<file path="src/rtl/alu_exec_stage_if.sv">
// rtl/alu_exec_stage_if.sv - upstream, alu and writeback signals of the execute stage
// The out_zero/out_negative flags exist only when ALU_EXEC_FLAGS_EN is defined.
interface alu_exec_stage_if #(parameter int TAG_WIDTH = 5);
  logic                 in_valid;
  logic                 in_ready;
  logic [3:0]           in_operation;
  logic [31:0]          in_operand0;
  logic [31:0]          in_operand1;
  logic [TAG_WIDTH-1:0] in_tag;
  logic [3:0]           alu_operation;
  logic [31:0]          alu_operand0;
  logic [31:0]          alu_operand1;
  logic [31:0]          alu_dest;
  logic                 out_valid;
  logic                 out_ready;
  logic [31:0]          out_result;
  logic [TAG_WIDTH-1:0] out_tag;
  logic                 out_illegal;
  logic                 busy;
`ifdef ALU_EXEC_FLAGS_EN
  logic                 out_zero;
  logic                 out_negative;

  modport slave (
    input  in_valid, in_operation, in_operand0, in_operand1, in_tag, alu_dest, out_ready,
    output in_ready, alu_operation, alu_operand0, alu_operand1,
    output out_valid, out_result, out_tag, out_illegal, busy, out_zero, out_negative
  );
  modport master (
    output in_valid, in_operation, in_operand0, in_operand1, in_tag, alu_dest, out_ready,
    input  in_ready, alu_operation, alu_operand0, alu_operand1,
    input  out_valid, out_result, out_tag, out_illegal, busy, out_zero, out_negative
  );
`else
  modport slave (
    input  in_valid, in_operation, in_operand0, in_operand1, in_tag, alu_dest, out_ready,
    output in_ready, alu_operation, alu_operand0, alu_operand1,
    output out_valid, out_result, out_tag, out_illegal, busy
  );
  modport master (
    output in_valid, in_operation, in_operand0, in_operand1, in_tag, alu_dest, out_ready,
    input  in_ready, alu_operation, alu_operand0, alu_operand1,
    input  out_valid, out_result, out_tag, out_illegal, busy
  );
`endif
endinterface

</file>
<file path="src/rtl/alu_exec_stage.sv">
// rtl/alu_exec_stage.sv - registered execute stage wrapping a combinational alu
// Optional result flags (out_zero/out_negative) enabled by defining ALU_EXEC_FLAGS_EN.
module alu_exec_stage #(
  parameter int TAG_WIDTH  = 5,
  parameter int MUL_CYCLES = 2
) (
  input logic              clock,
  input logic              reset,
  alu_exec_stage_if.slave  bus
);
  localparam logic [3:0] OP_ADD = 4'h0;
  localparam logic [3:0] OP_SUB = 4'h1;
  localparam logic [3:0] OP_MUL = 4'h2;
  localparam logic [3:0] OP_OR  = 4'h3;
  localparam logic [3:0] OP_NOT = 4'h4;
  localparam logic [3:0] OP_XOR = 4'h5;
  localparam logic [3:0] OP_AND = 4'h6;
  localparam logic [3:0] MUL_LAST = 4'(MUL_CYCLES - 1);

  typedef enum logic [1:0] {IDLE, EXEC, DONE} state_t;

  state_t               state_q, state_d;
  logic [3:0]           cnt_q, cnt_d;
  logic [3:0]           op_q, op_d;
  logic [31:0]          a_q, a_d, b_q, b_d;
  logic [TAG_WIDTH-1:0] tag_q, tag_d, otag_q, otag_d;
  logic [31:0]          res_q, res_d;
  logic                 ill_q, ill_d;
  logic                 in_ready, accept, legal;
`ifdef ALU_EXEC_FLAGS_EN
  logic                 zero_q, zero_d, neg_q, neg_d;
`endif

  assign legal    = op_q inside {OP_ADD, OP_SUB, OP_MUL, OP_OR, OP_NOT, OP_XOR, OP_AND};
  assign in_ready = (state_q == IDLE) || (state_q == DONE && bus.out_ready);
  assign accept   = bus.in_valid && in_ready;

  always_comb begin
    state_d = state_q;
    cnt_d   = cnt_q;
    op_d    = op_q;
    a_d     = a_q;
    b_d     = b_q;
    tag_d   = tag_q;
    otag_d  = otag_q;
    res_d   = res_q;
    ill_d   = ill_q;
`ifdef ALU_EXEC_FLAGS_EN
    zero_d  = zero_q;
    neg_d   = neg_q;
`endif
    case (state_q)
      EXEC: begin
        if (op_q == OP_MUL && cnt_q != MUL_LAST) begin
          cnt_d = cnt_q + 4'd1;
        end else begin
          res_d   = legal ? bus.alu_dest : 32'd0;
          ill_d   = !legal;
          otag_d  = tag_q;
`ifdef ALU_EXEC_FLAGS_EN
          zero_d  = legal && (bus.alu_dest == 32'd0);
          neg_d   = legal && bus.alu_dest[31];
`endif
          state_d = DONE;
        end
      end
      DONE:    if (bus.out_ready) state_d = IDLE;
      default: ;
    endcase
    // An accept in DONE overrides the drain to IDLE: back-to-back issue.
    if (accept) begin
      op_d    = bus.in_operation;
      a_d     = bus.in_operand0;
      b_d     = bus.in_operand1;
      tag_d   = bus.in_tag;
      cnt_d   = 4'd0;
      state_d = EXEC;
    end
  end

  always_ff @(posedge clock) begin
    if (reset) begin
      state_q <= IDLE;
      cnt_q   <= 4'd0;
      op_q    <= 4'd0;
      a_q     <= 32'd0;
      b_q     <= 32'd0;
      tag_q   <= '0;
      otag_q  <= '0;
      res_q   <= 32'd0;
      ill_q   <= 1'b0;
`ifdef ALU_EXEC_FLAGS_EN
      zero_q  <= 1'b0;
      neg_q   <= 1'b0;
`endif
    end else begin
      state_q <= state_d;
      cnt_q   <= cnt_d;
      op_q    <= op_d;
      a_q     <= a_d;
      b_q     <= b_d;
      tag_q   <= tag_d;
      otag_q  <= otag_d;
      res_q   <= res_d;
      ill_q   <= ill_d;
`ifdef ALU_EXEC_FLAGS_EN
      zero_q  <= zero_d;
      neg_q   <= neg_d;
`endif
    end
  end

  assign bus.in_ready      = in_ready;
  assign bus.alu_operation = op_q;
  assign bus.alu_operand0  = a_q;
  assign bus.alu_operand1  = b_q;
  assign bus.out_valid     = (state_q == DONE);
  assign bus.out_result    = res_q;
  assign bus.out_tag       = otag_q;
  assign bus.out_illegal   = ill_q;
  assign bus.busy          = (state_q != IDLE);
`ifdef ALU_EXEC_FLAGS_EN
  assign bus.out_zero      = zero_q;
  assign bus.out_negative  = neg_q;
`endif
endmodule

</file>
<file path="src/flat_wrapper.sv">
// flat-port wrapper written by rule: the top's interface ports become plain ports
module alu_exec_stage_flat 
#(
  parameter int TAG_WIDTH  = 5,
  parameter int MUL_CYCLES = 2
)
  (clock, reset, bus_in_valid, bus_in_operation, bus_in_operand0, bus_in_operand1, bus_in_tag, bus_alu_dest, bus_out_ready, bus_in_ready, bus_alu_operation, bus_alu_operand0, bus_alu_operand1, bus_out_valid, bus_out_result, bus_out_tag, bus_out_illegal, bus_busy);
  alu_exec_stage_if #(.TAG_WIDTH(TAG_WIDTH)) bus_i ();
  input logic clock;
  input logic reset;
  input wire logic [$bits(bus_i.in_valid)-1:0] bus_in_valid;
  input wire logic [$bits(bus_i.in_operation)-1:0] bus_in_operation;
  input wire logic [$bits(bus_i.in_operand0)-1:0] bus_in_operand0;
  input wire logic [$bits(bus_i.in_operand1)-1:0] bus_in_operand1;
  input wire logic [$bits(bus_i.in_tag)-1:0] bus_in_tag;
  input wire logic [$bits(bus_i.alu_dest)-1:0] bus_alu_dest;
  input wire logic [$bits(bus_i.out_ready)-1:0] bus_out_ready;
  output wire logic [$bits(bus_i.in_ready)-1:0] bus_in_ready;
  output wire logic [$bits(bus_i.alu_operation)-1:0] bus_alu_operation;
  output wire logic [$bits(bus_i.alu_operand0)-1:0] bus_alu_operand0;
  output wire logic [$bits(bus_i.alu_operand1)-1:0] bus_alu_operand1;
  output wire logic [$bits(bus_i.out_valid)-1:0] bus_out_valid;
  output wire logic [$bits(bus_i.out_result)-1:0] bus_out_result;
  output wire logic [$bits(bus_i.out_tag)-1:0] bus_out_tag;
  output wire logic [$bits(bus_i.out_illegal)-1:0] bus_out_illegal;
  output wire logic [$bits(bus_i.busy)-1:0] bus_busy;
  assign bus_i.in_valid = bus_in_valid;
  assign bus_i.in_operation = bus_in_operation;
  assign bus_i.in_operand0 = bus_in_operand0;
  assign bus_i.in_operand1 = bus_in_operand1;
  assign bus_i.in_tag = bus_in_tag;
  assign bus_i.alu_dest = bus_alu_dest;
  assign bus_i.out_ready = bus_out_ready;
  assign bus_in_ready = bus_i.in_ready;
  assign bus_alu_operation = bus_i.alu_operation;
  assign bus_alu_operand0 = bus_i.alu_operand0;
  assign bus_alu_operand1 = bus_i.alu_operand1;
  assign bus_out_valid = bus_i.out_valid;
  assign bus_out_result = bus_i.out_result;
  assign bus_out_tag = bus_i.out_tag;
  assign bus_out_illegal = bus_i.out_illegal;
  assign bus_busy = bus_i.busy;
  alu_exec_stage #(.TAG_WIDTH(TAG_WIDTH), .MUL_CYCLES(MUL_CYCLES)) u_core (.clock(clock), .reset(reset), .bus(bus_i));
endmodule
</file>
<file path="config.mk">
export PLATFORM = sky130hd
export DESIGN_NAME = alu_exec_stage_flat
export DESIGN_NICKNAME = d
export VERILOG_FILES = /design/src/rtl/alu_exec_stage_if.sv /design/src/rtl/alu_exec_stage.sv /design/src/flat_wrapper.sv
export SDC_FILE = /design/constraint.sdc
export NUM_CORES = 1
export LEC_CHECK = 0
export CAP_MARGIN = 20
export CORE_MARGIN = 5
export CORE_UTILIZATION = 35
export DETAILED_ROUTE_END_ITERATION = 10
export HOLD_SLACK_MARGIN = 0.02
export PLACE_DENSITY_LB_ADDON = 0.15
export SLEW_MARGIN = 20
export SYNTH_ARGS = -nofsm -noshare
export SYNTH_HDL_FRONTEND = slang
export SYNTH_SLANG_ARGS = --single-unit
</file>
<file path="constraint.sdc">
create_clock -name clock -period 2.1 [get_ports clock]
set_clock_uncertainty 0.2 [all_clocks]
set_input_delay 0.525 -clock clock [delete_from_list [all_inputs] [get_ports clock]]
set_output_delay 0.525 -clock clock [all_outputs]
set_load 0.02 [all_outputs]
</file>
# --- Yosys cells after proc, flatten, opt, wreduce, memory -nomap -nowiden ---
# Index checks and enable logic that the tools add are counted.
totals:
  register_bits: 117
  latchBits: 0
  ramBits: 0
  mem_bits_ro: 0
  inputBits: 109
  out_inout_bits: 109
  memories: 0
classes:
  add_sub_neg: 1
  mul: 0
  n_div: 0
  n_lt_le_gt_ge: 0
  n_eq_ne: 13
  n_shift: 0
  muxes: 5
  bitwise: 1
  reduce_logical: 16
op_table:
  columns: ["op", "count"]
  rows:
  - ["two-way mux 32 bit", 1]
  - ["equality test 4 x 3 -> 1 bit, second input constant", 3]
  - ["equality test 4 x 2 -> 1 bit, second input constant", 2]
  - ["nonzero test 7 bit", 1]
  - ["!= test 3 x 2 -> 1 bit, second input constant", 2]
  - ["AND reduction 3 bit", 2]
  - ["adder 4 x 1 -> 4 bit, second input constant", 1]
  - ["equality test 4 x 1 -> 1 bit, second input constant", 1]
  - ["zero test 4 bit", 1]
  - ["two-way mux 2 bit", 2]
  - ["!= test 2 bit, second input constant", 2]
  - ["!= test 4 x 1 -> 1 bit, second input constant", 1]
  - ["case mux 2 bit (2 select lines)", 1]
  - ["AND reduction 2 bit", 2]
  - ["nonzero test 2 bit", 2]
  - ["logical AND 1 bit", 3]
  - ["nonzero test 3 bit", 1]
  - ["equality test 2 x 1 -> 1 bit, second input constant", 1]
  - ["equality test 2 bit, second input constant", 1]
  - ["zero test 2 bit", 1]
  - ["OR reduction 2 bit", 1]
  - ["zero test 1 bit", 1]
  - ["logical OR 1 bit", 1]
  - ["two-way mux 1 bit", 1]
  - ["inverter 1 bit", 1]

# --- Logic depth before layout (Yosys ltp) ---
logic_depth:
  word_depth: 6
  mapped_depth: 8
  depth_no_buf: 6

# --- Worst setup path before layout ---
# OpenSTA, ideal clock, no wires.
synth_path:
  kind: "flip-flop to output port"
  start: "register u_core.state_q[0]"
  end: "output bus_in_ready"
  arrival_ns: 1.395
  required_ns: 1.375
  path_slack_ns: -0.020
  stages_incl_launch_ff: 6
  path_cell_list: "dfxtp_1 > inv_1 > ha_1 > a21oi_1 > inv_1 > clkbuf_1"
synth_via:
  elab_chain_cells: 3
  word_cells_on_any_way: 4
  classes_between: "eq/ne: 1; reduce/logical: 3"
synth_lines:
  columns: ["element", "line", "text"]
  rows:
  - ["from (decl)", "alu_exec_stage.sv:22", "state_t state_q, state_d;"]
  - ["from (signal assigned)", "alu_exec_stage.sv:97", "state_q <= state_d;"]
  - ["equality test 2 bit", null, null]
  - ["via bus_out_valid", "flat_wrapper.sv:22", "output wire logic [$bits(bus_i.out_valid)-1:0] bus_out_valid;"]
  - ["logical AND 1 bit", "alu_exec_stage.sv:35", "assign in_ready = (state_q == IDLE) || (state_q == DONE && bus.out_ready);"]
  - ["logical OR 1 bit", "alu_exec_stage.sv:35", null]
  - ["to (decl)", "flat_wrapper.sv:18", "output wire logic [$bits(bus_i.in_ready)-1:0] bus_in_ready;"]
# The timed path passes the listed nets, and every way through them passes these cells.

# --- Worst setup path after layout ---
layout_path:
  start: "register u_core.a_q[22], in the netlist u_core.bus.alu_operand0[22]"
  end: "output bus_alu_operand0[22]"
layout_lines:
  columns: ["element", "line", "text"]
  rows:
  - ["from (decl)", "alu_exec_stage.sv:25", "logic [31:0] a_q, a_d, b_q, b_d;"]
  - ["from (signal assigned)", "alu_exec_stage.sv:86", "a_q <= 32'd0;"]
  - ["from (signal assigned)", "alu_exec_stage.sv:100", "a_q <= a_d;"]
  - ["to (decl)", "flat_wrapper.sv:20", "output wire logic [$bits(bus_i.alu_operand0)-1:0] bus_alu_operand0;"]
# No word-level cell between the ends.

==> reports/summary.json <==
{
  "status": {"value": "finished clean"},
  "areaGrowthSynthToFinish": {"value": 71.85, "unit": "%"},
  "gr-max-usage-layer": {"value": "met2"},
  "finish.cell_count_without_fillers": {"value": 874},
  "synth.most_common_cell": {"value": "dfxtp_1"},
  "crit_path_max_fanout": {"value": 2},
  "setup_viol": {"value": 0},
  "postRouteWirelength": {"value": 15140, "unit": "um"},
  "grt_use_met3": {"value": 7.720, "unit": "%"},
  "power.leakage": {"value": 4.136, "unit": "nW"},
  "die_area": {"value": 15290, "unit": "um^2"},
  "ir_drop": {"value": 0.7790, "unit": "mV"},
  "grt_pass1_wl": {"value": 22630, "unit": "um"},
  "groute.layer.met1.usage": {"value": 21.77, "unit": "%"},
  "synthesis.nets": {"value": 601},
  "post_synth.cell_area_avg": {"value": 9.283, "unit": "um^2"},
  "worst_ep_required_time": {"value": 1370, "unit": "ps"},
  "worstSetupEndpointType": {"value": "output pin"},
  "gpl.final_weighted_congestion": {"value": 0.7651},
  "layout.nets": {"value": 803},
  "sequential_power_share": {"value": 29.5, "unit": "%"},
  "clkPwrFrac": {"value": 33.9, "unit": "%"},
  "combPwrFrac": {"value": 36.6, "unit": "%"},
  "worstPathArrival": {"value": 1340, "unit": "ps"},
  "drt_iter0_markers": {"value": 244},
  "buffer_ports.inserted": {"value": 217},
  "finalMaxSlewViolations": {"value": 0},
  "power_per_cell_area": {"value": 1244, "unit": "nW/um^2"},
  "hpwlAfterDp": {"value": 9891, "unit": "um"},
  "post_synth_instance_area": {"value": 4521, "unit": "um^2"},
  "overflow": {"value": 0},
  "synth_seq_cells": {"value": 117},
  "ioPinCount": {"value": 218},
  "slowest_stage_cell_cp": {"value": "clkdlybuf4s50_1"},
  "start_util": {"value": 35.82, "unit": "%"},
  "core_region_area": {"value": 12620, "unit": "um^2"},
  "cell_area_after_layout": {"value": 7769, "unit": "um^2"},
  "worst-setup-path-type": {"value": "reg2out"},
  "cts_tree": {"value": "done"},
  "placed_cells": {"value": 837},
  "postPlaceCellArea": {"value": 6858, "unit": "um^2"},
  "cp_num_buf_inv": {"value": 1},
  "vias_per_cell": {"value": 5.230},
  "detailedPlace.worstSlack": {"value": -396.3, "unit": "ps"},
  "cts.clk_slew.worst_paths": {"value": 50, "unit": "ps"},
  "worst_pin_slew": {"value": 625.2, "unit": "ps"},
  "wl_per_cell": {"value": 17.32, "unit": "um"},
  "max_clock_freq": {"value": 484.0, "unit": "MHz"},
  "synth_flop_cell": {"value": "dfxtp_1"},
  "largest_cells_by_area_after_synthesis": {"value": "dfxtp_1 52%, a21oi_1 8.4%, nand3_1 8.3%"},
  "cts_buffers": {"value": 17},
  "netSwitchingFraction": {"value": 34.04, "unit": "%"},
  "period_share": {"value": 98.39, "unit": "%"},
  "final_count_of_hold_timing_violations": {"value": 0},
  "warnings_synthesis": {"value": 0},
  "chipWidth": {"value": 123.7, "unit": "um"},
  "diodes": {"value": 0},
  "holdCritPathClass": {"value": "reg2reg"},
  "cts.hold.buffers_added": {"value": 0},
  "worst_slack_setup_final": {"value": 33.77, "unit": "ps"},
  "grt_antenna_before_repair": {"value": 0},
  "cell_internal_pwr": {"value": 6.375, "unit": "mW"},
  "clock-sinks": {"value": 117},
  "number_of_max_capacitance_violations_reported": {"value": 0},
  "grt_start_max_net_pins": {"value": 78},
  "rsz0062_at_grt": {"value": "yes"},
  "synth_cells": {"value": 487},
  "max-slew-margin-rel": {"value": 58.32, "unit": "%"},
  "grt_use_met2": {"value": 30.72, "unit": "%"},
  "final_layout_size_suffix_gt1_share": {"value": 14.81, "unit": "%"},
  "seq_area_frac_synth": {"value": 51.81, "unit": "%"},
  "synth_edf_count": {"value": 0},
  "period_needed": {"value": 2066, "unit": "ps"},
  "fp.dieH": {"value": 123.7, "unit": "um"},
  "critPathTopFamily": {"value": "buffers and inverters"},
  "firstDrtPassIters": {"value": 4},
  "crit_chain": {"value": "clkdlybuf4s50_1"},
  "row_count": {"value": 41},
  "post_synth_num_cell_types": {"value": 33},
  "synth_async_sr_flop_share": {"value": 0, "unit": "%"},
  "ant_nets": {"value": 0},
  "cts.path.max_buffers": {"value": 2},
  "dr_total_vias": {"value": 4571},
  "synth_top_cell_by_area": {"value": "dfxtp_1"},
  "grt_use_total": {"value": 18.69, "unit": "%"},
  "drcViolationCount": {"value": 0},
  "ctsHtreeMaxLevel": {"value": 4},
  "critical-path-max-stage-delay": {"value": 610, "unit": "ps"},
  "proportion_of_netlist_area_held_by_the_largest_area_contributor": {"value": 51.81, "unit": "%"},
  "p_switching": {"value": 3.289, "unit": "mW"},
  "synth_common_cells": {"value": "117 x dfxtp_1, 76 x a21oi_1, 75 x nand3_1"},
  "start_kind": {"value": "flop"},
  "clock_latency": {"value": 400, "unit": "ps"},
  "clock-root-buffer": {"value": "clkbuf_16"},
  "report.power.total": {"value": 9.665, "unit": "mW"},
  "first_global_vias": {"value": 4538}
}
routing by layer:
metal | up-vias | part of all wire (%) | routed length (um)
met2 | 166 | 48 | 7321
met4 | 0 | 2.1 | 318
li1 | 2202 | - | -
met3 | 24 | 9.1 | 1376
met1 | 2179 | 40 | 6122
met5 | - | 0 | 0
flip-flops by register name (all words and copies together), names as in the netlist:
name / count
u_core.bus.alu_operand0: 32
u_core.bus.alu_operand1: 32
u_core.state_q: 2
u_core.bus.alu_operation: 4
u_core.bus.out_illegal: 1
u_core.bus.out_result: 32
u_core.tag_q: 5
u_core.cnt_q: 4
u_core.bus.out_tag: 5
kinds of logic (layout without fill, tap and decap cells):
group           Yosys count  after routing  synth area share (%)
flops                   117            117                 51.81
simple gates             96             96                 11.10
compound gates          197            197                 27.93
buf+inv                  64            279                 6.006
fa+ha+maj                 5              5                 1.384
mux                       8              8                 1.771
final timing paths:
check	slack, ps	cells after the start	start	endpoint
setup reg to reg	50	7	u_core.cnt_q[1]	u_core.bus.out_result[6]
hold reg to reg	250	2	u_core.tag_q[2]	u_core.bus.out_tag[2]
setup / recovery	30	1	u_core.bus.alu_operand0[22]	bus_alu_operand0[22]
hold / removal	250	2	u_core.tag_q[2]	u_core.bus.out_tag[2]
placed cells by master (no fill, tap or decap), drive strengths merged, types with 10 or more instances in the layout:
cell and n:
dfxtp 117, clkdlybuf4s50 111, a21oi 76, nand3 75, o21ai 74, dlymetal6s2s 66
dlygate4sd2 35, a32o 32, buf 24, clkbuf 21, nand2 10
stage by stage:
step / hold slack, ps / TNS (ps) / util [%]
after floorplan: 234.6 / 0 / -
after global placement: 240.7 / -16050 / 54.34
after detailed placement: 246.1 / -18280 / 54.34
after CTS: 253.4 / -199.3 / 59.32
after global routing: 269.8 / -164.5 / 61.56
final: 252.0 / 0 / 61.56
power groups by stage:
stage | logic (mW) | clock network (mW) | registers [mW]
floorplan | 1.53 | 0 | 3.34
global placement | 3.50 | 0 | 2.87
detailed placement | 3.54 | 0 | 2.90
CTS | 3.45 | 3.33 | 2.85
global route | 3.82 | 3.46 | 2.90
finish | 3.54 | 3.28 | 2.85
area by class of cell:
class,instances,area [um^2]
Clock buffer,19,442.9
Inverter,8,30.03
Fill cell,1111,4851
Multi-Input combinational cell,306,1952
Timing Repair Buffer,239,2550
Tap cell,172,215.2
Sequential cell,117,2350
Clock inverter,13,229.0
timing repair:
item / CTS / global route
endpoints found under the setup margin: 41 / 160
resized for setup: 45 / 83
setup buffers: 0 / 2
cloned: 0 / 3
pin swaps: 0 / 2
Note: power is estimated with default switching activity, not from simulation.
